==> config.mk <==
export PLATFORM = sky130hd
export DESIGN_NAME = muldiv_unit
export DESIGN_NICKNAME = d
export VERILOG_FILES = /design/src/rtl/muldiv_unit.sv
export SDC_FILE = /design/constraint.sdc
export NUM_CORES = 1
export LEC_CHECK = 0
export BUFFER_PORTS_ARGS = -buffer_cell sky130_fd_sc_hd__buf_2
export CORE_MARGIN = 4
export CORE_UTILIZATION = 30
export DETAILED_ROUTE_END_ITERATION = 8
export GPL_TIMING_DRIVEN = 0
export PLACE_DENSITY = 0.46
export SLEW_MARGIN = 15
export SYNTH_ARGS = -nofsm -noshare
export SYNTH_HDL_FRONTEND = slang
export SYNTH_SLANG_ARGS = --single-unit
==> constraint.sdc <==
create_clock -name clk -period 8 [get_ports clk]
set_input_delay 1.6 -clock clk [delete_from_list [all_inputs] [get_ports clk]]
set_output_delay 1.6 -clock clk [all_outputs]
set_load 0.05 [all_outputs]
==> src/rtl/muldiv_unit.sv <==
// muldiv_unit: iterative multiply/divide unit owning the HI/LO register pair.
//   Executes MULTU/MULT (shift-add radix-2) and DIVU/DIV (restoring) over
//   WIDTH cycles, accepts MTHI/MTLO writes while idle, exposes HI/LO.
// Ports:
//   clk          rising-edge clock
//   reset        asynchronous active-low reset
//   start        request new operation (sampled in IDLE only)
//   op           00 MULTU, 01 MULT, 10 DIVU, 11 DIV
//   a, b         multiplicand/dividend, multiplier/divisor
//   wr_hi/wr_lo  MTHI/MTLO write strobes (IDLE only), data on wdata
//   busy         operation in progress
//   done         one-cycle pulse, HI/LO hold the new result
//   div_by_zero  one-cycle pulse with done for a divide by zero
//   hi, lo       HI/LO registers
// Optional feature: define MULDIV_EARLY_OUT_EN to end multiplies as soon as
// the remaining multiplier magnitude is zero.
module muldiv_unit #(
  parameter int WIDTH = 32
) (
  input  logic             clk,
  input  logic             reset,
  input  logic             start,
  input  logic [1:0]       op,
  input  logic [WIDTH-1:0] a,
  input  logic [WIDTH-1:0] b,
  input  logic             wr_hi,
  input  logic             wr_lo,
  input  logic [WIDTH-1:0] wdata,
  output logic             busy,
  output logic             done,
  output logic             div_by_zero,
  output logic [WIDTH-1:0] hi,
  output logic [WIDTH-1:0] lo
);

  localparam int CW = $clog2(WIDTH + 1);

  typedef enum logic [1:0] {IDLE, RUN, DZ} state_t;
  state_t state, state_n;

  logic               is_div_q;
  logic               neg_q;     // quotient / product negative
  logic               rneg_q;    // remainder takes dividend sign
  logic [WIDTH-1:0]   a_raw_q;
  logic [WIDTH-1:0]   mp_q;      // remaining multiplier bits
  logic [WIDTH-1:0]   dvsr_q;
  logic [WIDTH-1:0]   quo_q;     // dividend shifts out, quotient shifts in
  logic [WIDTH-1:0]   rem_q;
  logic [2*WIDTH-1:0] acc_q;
  logic [2*WIDTH-1:0] mc_q;      // multiplicand aligned to current bit
  logic [CW-1:0]      cnt_q;

  logic               a_neg, b_neg;
  logic [WIDTH-1:0]   a_abs, b_abs;
  logic [2*WIDTH-1:0] acc_n, prod_s;
  logic [WIDTH-1:0]   mp_n, quo_n, rem_n, quo_s, rem_s;
  logic [WIDTH:0]     rem_sh, trial;
  logic [WIDTH-1:0]   res_hi, res_lo;
  logic               last;

  always_comb begin
    a_neg = op[0] & a[WIDTH-1];
    b_neg = op[0] & b[WIDTH-1];
    a_abs = a_neg ? -a : a;
    b_abs = b_neg ? -b : b;
  end

  // One iteration of each algorithm; the active one is selected by is_div_q.
  always_comb begin
    acc_n  = mp_q[0] ? acc_q + mc_q : acc_q;
    mp_n   = mp_q >> 1;
    rem_sh = {rem_q, quo_q[WIDTH-1]};
    trial  = rem_sh - {1'b0, dvsr_q};
    if (!trial[WIDTH]) begin
      rem_n = trial[WIDTH-1:0];
      quo_n = {quo_q[WIDTH-2:0], 1'b1};
    end else begin
      rem_n = rem_sh[WIDTH-1:0];
      quo_n = {quo_q[WIDTH-2:0], 1'b0};
    end
    prod_s = neg_q  ? -acc_n : acc_n;
    quo_s  = neg_q  ? -quo_n : quo_n;
    rem_s  = rneg_q ? -rem_n : rem_n;
    res_hi = is_div_q ? rem_s : prod_s[2*WIDTH-1:WIDTH];
    res_lo = is_div_q ? quo_s : prod_s[WIDTH-1:0];
`ifdef MULDIV_EARLY_OUT_EN
    // Multiply is complete once every set multiplier bit has been consumed.
    last = (cnt_q == CW'(1)) || (!is_div_q && mp_n == '0);
`else
    last = (cnt_q == CW'(1));
`endif
  end

  always_ff @(posedge clk or negedge reset) begin
    if (!reset) state <= IDLE;
    else        state <= state_n;
  end

  always_comb begin
    state_n = state;
    busy    = (state != IDLE);
    case (state)
      IDLE: if (start) state_n = (op[1] && b == '0) ? DZ : RUN;
      RUN:  if (last)  state_n = IDLE;
      DZ:   state_n = IDLE;
      default: state_n = IDLE;
    endcase
  end

  always_ff @(posedge clk or negedge reset) begin
    if (!reset) begin
      is_div_q    <= 1'b0;
      neg_q       <= 1'b0;
      rneg_q      <= 1'b0;
      a_raw_q     <= '0;
      mp_q        <= '0;
      dvsr_q      <= '0;
      quo_q       <= '0;
      rem_q       <= '0;
      acc_q       <= '0;
      mc_q        <= '0;
      cnt_q       <= '0;
      hi          <= '0;
      lo          <= '0;
      done        <= 1'b0;
      div_by_zero <= 1'b0;
    end else begin
      done        <= 1'b0;
      div_by_zero <= 1'b0;
      case (state)
        IDLE: begin
          if (start) begin
            is_div_q <= op[1];
            neg_q    <= a_neg ^ b_neg;
            rneg_q   <= a_neg;
            a_raw_q  <= a;
            mp_q     <= b_abs;
            dvsr_q   <= b_abs;
            quo_q    <= a_abs;
            rem_q    <= '0;
            acc_q    <= '0;
            mc_q     <= {{WIDTH{1'b0}}, a_abs};
            cnt_q    <= CW'(WIDTH);
          end else begin
            if (wr_hi) hi <= wdata;
            if (wr_lo) lo <= wdata;
          end
        end
        RUN: begin
          acc_q <= acc_n;
          mp_q  <= mp_n;
          mc_q  <= mc_q << 1;
          rem_q <= rem_n;
          quo_q <= quo_n;
          cnt_q <= cnt_q - CW'(1);
          if (last) begin
            hi   <= res_hi;
            lo   <= res_lo;
            done <= 1'b1;
          end
        end
        DZ: begin
          hi          <= a_raw_q;
          lo          <= '1;
          done        <= 1'b1;
          div_by_zero <= 1'b1;
        end
        default: ;
      endcase
    end
  end

endmodule

==> results of run 1 <==
cell type report:
class / instances / area [sq um]
fillers: 9990 / 60910
inverters: 98 / 367.9
clock buffers: 69 / 1400
plain buffers: 230 / 938.4
diodes: 6 / 15.01
well taps: 1254 / 1569
clock inverters: 15 / 226.5
multi-input cells: 2802 / 17790
flip-flops and latches: 365 / 9134
repair buffers: 175 / 982.2
routing by layer:
metal,global-route usage (%),part of all wire [%]
met1,36.64,42
met2,45.01,45
met3,5.306,7.8
met4,11.38,4.7
met5,0,0.060
report_power, final:
part	internal (W)	leakage, nW	switching [W]
Sequential	0.00255	4.66	0.000865
Clock	0.00134	0.790	0.000944
Combinational	0.00305	8.07	0.00709
Total	0.00695	13.5	0.00890
worst max-delay path, stage by stage, from the launching register on:
cell	delay, ns
dfrtp_1	0.52
inv_1	0.08
ha_1	0.20
inv_1	0.07
fa_1	0.22
a211oi_1	0.12
o211ai_1	0.38
nand4_1	0.45
a2111oi_4	0.58
o31a_2	0.43
nor2_1	0.11
inv_1	0.23
buf_2	0.33
buf_2	0.39
buf_2	0.45
nor2_1	0.10
a21oi_2	0.31
ha_1	0.32
nor3b_2	0.37
nand3b_1	0.14
a21oi_1	0.15
a41oi_1	0.12
a211o_1	0.42
xor2_1	0.17
o21ai_1	0.41
o221a_2	0.27
o21a_1	0.13
state kept, by name, summed over array words and instances, names as in the netlist:
name	count
hi	32
is_div_q	1
done	1
rneg_q	1
div_by_zero	1
mc_q	64
quo_q	32
cnt_q	6
state	2
lo	32
rem_q	32
dvsr_q	32
neg_q	1
mp_q	32
acc_q	64
a_raw_q	32
synth_stat cells, drive strengths merged, types with 52 or more instances:
library cell	count	area, sq um
o21ai	348	1749
ha	105	1314
buf	52	260.3
dfrtp	365	9134
clkbuf	179	673.1
nand4	63	400.4
nand2	487	1828
nor3	72	370.4
a21oi	283	1428
o31ai	70	549.3
nor2	263	987.2
xnor2	100	875.8
a22o	54	473.0
mux2i	52	524.3
xor2	92	805.8
a221o	63	630.6
inv	97	364.1
repair_timing:
| item | 4_1_cts | 5_1_grt |
|---|---|---|
| endpoints found under the setup margin | 7 | 6 |
| pin swaps | 1 | 0 |
| resized for setup | 5 | 4 |
| hold buffers | 0 | 0 |
| setup buffers | 0 | 0 |
logic make-up (layout without fill, tap and decap cells):
kind of cell             Yosys count  count (layout)
buffers and inverters            329             587
flip-flops                       365             365
adder cells (fa/ha/maj)          107             107
XOR/XNOR                         192             192
AO/OA/AOI/OAI                   1253            1253
multiplexers                      68              68
other                              0               6
AND/OR/NAND/NOR                 1182            1182
stage by stage:
stage	utilization (%)	worst slack, ns	hold WS [ns]	TNS [ns]
finish	34.74	0.3981	0.4730	0
global placement	32.79	-2.754	0.4578	-987.42
global route	34.72	0.07201	0.4963	0
floorplan	-	2.400	0.4460	0
CTS	34.69	0.1304	0.4738	0
detailed placement	32.93	-0.5776	0.4604	-1.504
worst min path at each step:
| stage | from | endpoint | slack [ns] | cells past startpoint |
|---|---|---|---|---|
| 2_1_floorplan | a_raw_q[11] | a_raw_q[11] | 0.45 | 2 |
| 3_3_place_gp | lo[7] | lo[7] | 0.46 | 2 |
| 3_5_place_dp | lo[7] | lo[7] | 0.46 | 2 |
| 4_1_cts | lo[7] | lo[7] | 0.47 | 2 |
| 5_1_grt | a_raw_q[5] | a_raw_q[5] | 0.50 | 2 |
| 6_report | lo[21] | lo[21] | 0.47 | 2 |
==> metrics.txt, run 1 <==
Detail Route Antenna Nets 0; timing startpoint of the critical path quo_q[31]; combinational family with the most area after synthesis compound AO/OA/AOI/OAI gates; wire length of the first global-routing pass 203000 microns; fraction of final layout cells with drive strength greater than 1 9.909%; later-pin clock latency in the skew report 0.65 ns; Slew Viols, Final 0; Static Leak 13.52 nW; fraction of the mapped netlist area in adder cells 4.804%; flop and latch count out of synthesis 365; maximum number of pins on one net before global-route repair 94; TritonCTS buffer count 47; initial antenna violation count 16; non-filler instance count after layout 5014; Area growth, synth to finish 15.03%; worst reg2reg setup slack 0.40 ns; sink count of the clock tree 365; compound-gate portion of the synthesized area 30.00%; number of enable flip-flop cells after synthesis 0; leading cell type in the layout, fill and taps excluded nand2_1; standard-cell rows 112; number of placed I/O pins 170; startpoint of the worst-slack reg-to-reg timing path quo_q[31]; cell count after placement 4924; Yosys cell types 111; number of iterations in the first detailed-routing pass 5; sum of overflow across all layers after global routing 0; fraction of the mapped netlist area in simple logic gates 19.67%; post-synth net total 3706; net count reported at finish 3929; Slew Limit Headroom 21.49%; most instantiated flip-flop cell in the synthesis netlist dfrtp_1; vias in the first global route 28457; Design Area, Final 32420 sq um; total DRC errors in the routed layout 0; fmax 131.5 MHz; post-synthesis cell area 28180 sq um; final weighted congestion of routability-driven global placement 0.9902; class of the most critical setup path reg2reg; area of the core region 93330 sq um; average wire per standard cell 28.23 microns; maximum buffer depth of the clock tree 3; FFs w/ async S/R, synth 100.0%; root buffer cell clkbuf_16; type of the worst min-delay path reg2reg; power density relative to cell area 488.9 nW/um^2; setup repair after global routing missed its margin false; synthesized area per cell 8.062 sq um; area of the die 98910 sq um; count of final hold-check violations 0; final worst clock skew 0.05629 ns; half-perimeter wire length after placement 114800 microns; Crit Path Max Fanout 10; max-capacitance violation count 0; capturing instance or port of the critical path hi[22]; critical path data required time 8.55 ns; worst reg2reg endpoint hi[22]; Ys Warns 0; final clock period utilization by the worst path 95.02%; post-synthesis share of cell area spent on xor and xnor gates 5.967%; largest vdd supply drop 276.4 uV; launching element type of the critical path flip-flop; sequential area share after synthesis 32.41%; horizontal extent of the die 314.5 microns; overall fraction of global-route tracks in use 27.86%; category of the worst setup path capture point flip-flop; vertical die dimension 314.5 microns; slew of the pin with the lowest slew margin 1.178 ns; PnR Total Power 0.01585 W; total via count in the routed design 29269; area post-placement 30730 sq um; Port Buffer Count 169; multiplexer area fraction after synthesis 2.539%; DRT iter0 DRCs 3151; final number of setup-violating endpoints 0; clock transition time at the flip-flop clock pins of the worst setup and hold paths 0.07 ns; starting utilization of the core area 30.20%; r2r worst-path depth 26; TritonCTS clock tree yes; run status finished, final reports clean; number of H-tree branching levels 2; per-cell via count in the routed design 5.837; Post-Synthesis Cells 3496; worst path arrival time 8.16 ns; clock period minus worst slack 7.602 ns; most frequent cells in the layout nand2_1 (487), dfrtp_1 (365), o21ai_0 (330), a21oi_1 (278), nor2_1 (263); total wire length 141600 microns
(Power assumes the default switching activity.)
==> run 2, diff against run 1 <==
--- a/config.mk
+++ b/config.mk
@@ -7,10 +7,10 @@
 export LEC_CHECK = 0
 export BUFFER_PORTS_ARGS = -buffer_cell sky130_fd_sc_hd__buf_2
 export CORE_MARGIN = 4
-export CORE_UTILIZATION = 30
+export CORE_UTILIZATION = 58
 export DETAILED_ROUTE_END_ITERATION = 8
 export GPL_TIMING_DRIVEN = 0
-export PLACE_DENSITY = 0.46
+export PLACE_DENSITY = 0.78
 export SLEW_MARGIN = 15
 export SYNTH_ARGS = -nofsm -noshare
 export SYNTH_HDL_FRONTEND = slang
==> metrics.txt, run 2 (synthesis gave the netlist of run 1 again) <==
leading cell type in the layout, fill and taps excluded nand2_1; sink count of the clock tree 365 (unchanged); Cells on Worst Hold Path 2 (unchanged); number of iterations in the first detailed-routing pass 7 (+2); beginning of the worst hold path lo[10]; number of buffers added for setup after CTS 0 (unchanged); number of antenna cells inserted 0 (-6); Routed met2 length 51190 microns (-20%); final weighted congestion of routability-driven global placement 1.147 (+16%); starting utilization of the core area 58.90% (+29 points); most frequent cells in the layout nand2_1 (487), dfrtp_1 (365), o21ai_0 (332), a21oi_1 (280), nor2_1 (263); worst reg2reg endpoint lo[24]; total DRC errors in the routed layout 0 (unchanged); final worst clock skew 0.05051 ns (-0.005776 ns); average wire per standard cell 28.60 microns (+1.3%); type of the worst min-delay path reg2reg; total wire length 124600 microns (-12%); vertical die dimension 228.4 microns (-27%); net switching component of the power 0.008762 W (-1.5%); fmax 128.0 MHz (-2.7%); area of the core region 47850 sq um (-49%); setup repair after global routing missed its margin false; Static Leak 13.37 nW (-1.1%); power density relative to cell area 495.4 nW/um^2 (+1.3%); initial antenna violation count 3 (-13); clock period minus worst slack 7.815 ns (+0.2131 ns); Port Buffer Count 169 (unchanged); class of the most critical setup path reg2reg; startpoint of the worst-slack reg-to-reg timing path quo_q[31]; max-capacitance violation count 0 (unchanged); number of H-tree branching levels 2 (unchanged); DRT iter0 DRCs 4601 (+46%); PnR Total Power 0.01550 W (-2.2%); largest vdd supply drop 297.1 uV (+7.5%); half-perimeter wire length after placement 99060 microns (-14%); Worst Slack Setup Final 0.1850 ns (-0.2131 ns); horizontal extent of the die 228.4 microns (-27%); internal power 0.006734 W (-3.1%); TritonCTS buffer count 42 (-11%); category of the worst setup path capture point flip-flop; largest registers acc_q: 64 flops, mc_q: 64 flops; Detail Route met3 WL 15790 microns (+43%); final number of setup-violating endpoints 0 (unchanged); count of final hold-check violations 0 (unchanged); final clock period utilization by the worst path 97.69% (+2.7 points); Detail Route Antenna Nets 0 (unchanged); maximum number of pins on one net before global-route repair 105 (+12%); slew of the pin with the lowest slew margin 1.393 ns (+0.2153 ns); TritonCTS clock tree yes; number of placed I/O pins 170 (unchanged); critical path data required time 8.43 ns (-0.12 ns); sink of the worst hold path lo[10]; Slew Limit Headroom 7.136% (-14 points); Crit Path Max Fanout 10 (unchanged); per-cell via count in the routed design 7.078 (+21%); launching element type of the critical path flip-flop; run status finished, final reports clean; total via count in the routed design 30840 (+5.4%); share of power burned in combinational logic 65.6% (+1.6 points); share of total power in sequential cells 21.7% (about the same); worst slack, placed 0.3778 ns (+0.9554 ns); root buffer cell clkbuf_16; standard-cell rows 80 (-29%); number of hold-repair buffers added at the cts stage 0 (unchanged); relative contribution of the clock network to total power 12.7% (-1.7 points); Resize count post-CTS 0 (-5); fraction of final layout cells with drive strength greater than 1 9.407% (-0.50 points); r2r worst-path depth 26 (unchanged); count of filler cells inserted in the layout 4298 (-57%); net count reported at finish 3923 (-0.15%); wire length of the first global-routing pass 181900 microns (-10%); Area growth, synth to finish 10.99%; total area of multi-input combinational cells 17760 sq um (-0.17%); smallest hold slack 0.4744 ns (+0.001443 ns); maximum buffer depth of the clock tree 3 (unchanged); vias in the first global route 28102 (-1.2%); sum of overflow across all layers after global routing 0 (unchanged); highest metal layer used by the detailed router met5; overall fraction of global-route tracks in use 45.74% (+18 points); clock transition time at the flip-flop clock pins of the worst setup and hold paths 0.06 ns (about the same); met1 layer wirelength in the final routing 48080 microns (-19%); storage element area 9134 sq um (unchanged); worst path arrival time 8.24 ns (+0.08 ns); area of the die 52180 sq um (-47%); worst reg2reg setup slack 0.19 ns (-0.21 ns); later-pin clock latency in the skew report 0.61 ns (-0.04 ns); Slew Viols, Final 0 (unchanged); net switching share of the total power 56.54% (+0.40 points)
[run 2: changes by cell type in the layout (fill, tap and decap cells not counted), moves of 3 or more]
cell and delta:
clkbuf_1 +4, clkbuf_8 -3, clkbuf_2 -4, diode_2 -6, clkbuf_16 -5
[run 2: area by class of cell]
type / count / area share, %
well taps: 615 / 2.460
clock buffers: 61 / 3.944
repair buffers: 174 / 3.040
multi-input cells: 2802 / 56.76
plain buffers: 230 / 2.976
flip-flops and latches: 365 / 29.20
clock inverters: 12 / 0.4400
inverters: 98 / 1.176
[run 2: worst max-delay path by stage]
stage | to | cells past startpoint | startpoint | slack (ns)
after floorplan | lo[26] | 26 | quo_q[31] | 2.40
after global placement | mp_q[18] | 1 | reset | -1.82
after detailed placement | lo[24] | 27 | quo_q[31] | 0.38
after CTS | lo[24] | 27 | quo_q[31] | 0.31
after global routing | lo[24] | 26 | quo_q[31] | 0.03
final | lo[24] | 26 | quo_q[31] | 0.19
[run 2: critical path: stages, from the launching register on]
cell and delay, ns:
dfrtp_1 0.47, inv_1 0.07, ha_1 0.20, inv_1 0.07
fa_1 0.23, a211oi_1 0.14, o211ai_1 0.39, nand4_1 0.38
a2111oi_2 0.69, o31a_2 0.42, nor2_1 0.11, inv_1 0.24
buf_2 0.32, buf_2 0.41, buf_2 0.44, ha_1 0.25
nand2b_1 0.14, or3_1 0.36, clkbuf_1 0.23, nand2b_1 0.33
or2_2 0.42, o21ai_0 0.21, xnor2_1 0.19, o21ai_0 0.14
a21oi_1 0.18, nor2_1 0.08, o31ai_1 0.53
[run 2: metrics by stage]
stage	instances	TNS, ns	cell area (sq um)	utilization, %
5_1_grt	4357	0	31280	65.38
3_3_place_gp	4280	-647.72	29800	62.28
6_report	4357	0	31280	65.38
3_5_place_dp	4285	0	29910	62.51
2_1_floorplan	3496	0	28180	-
4_1_cts	4358	0	31280	65.38
[run 2: routing by layer]
metal,track usage (%),vias up
li1,-,13443
met1,61.39,14730
met2,66.04,2223
met3,12.67,438
met4,27.21,6
met5,0,-
[run 2: power groups by stage]
stage	Clock, W	Combinational (W)	Sequential [W]
after floorplan	0	0.00609	0.00351
after global placement	0	0.00954	0.00330
after detailed placement	0	0.00961	0.00331
after CTS	0.00196	0.00969	0.00329
after global routing	0.00205	0.0106	0.00339
final	0.00197	0.0102	0.00335
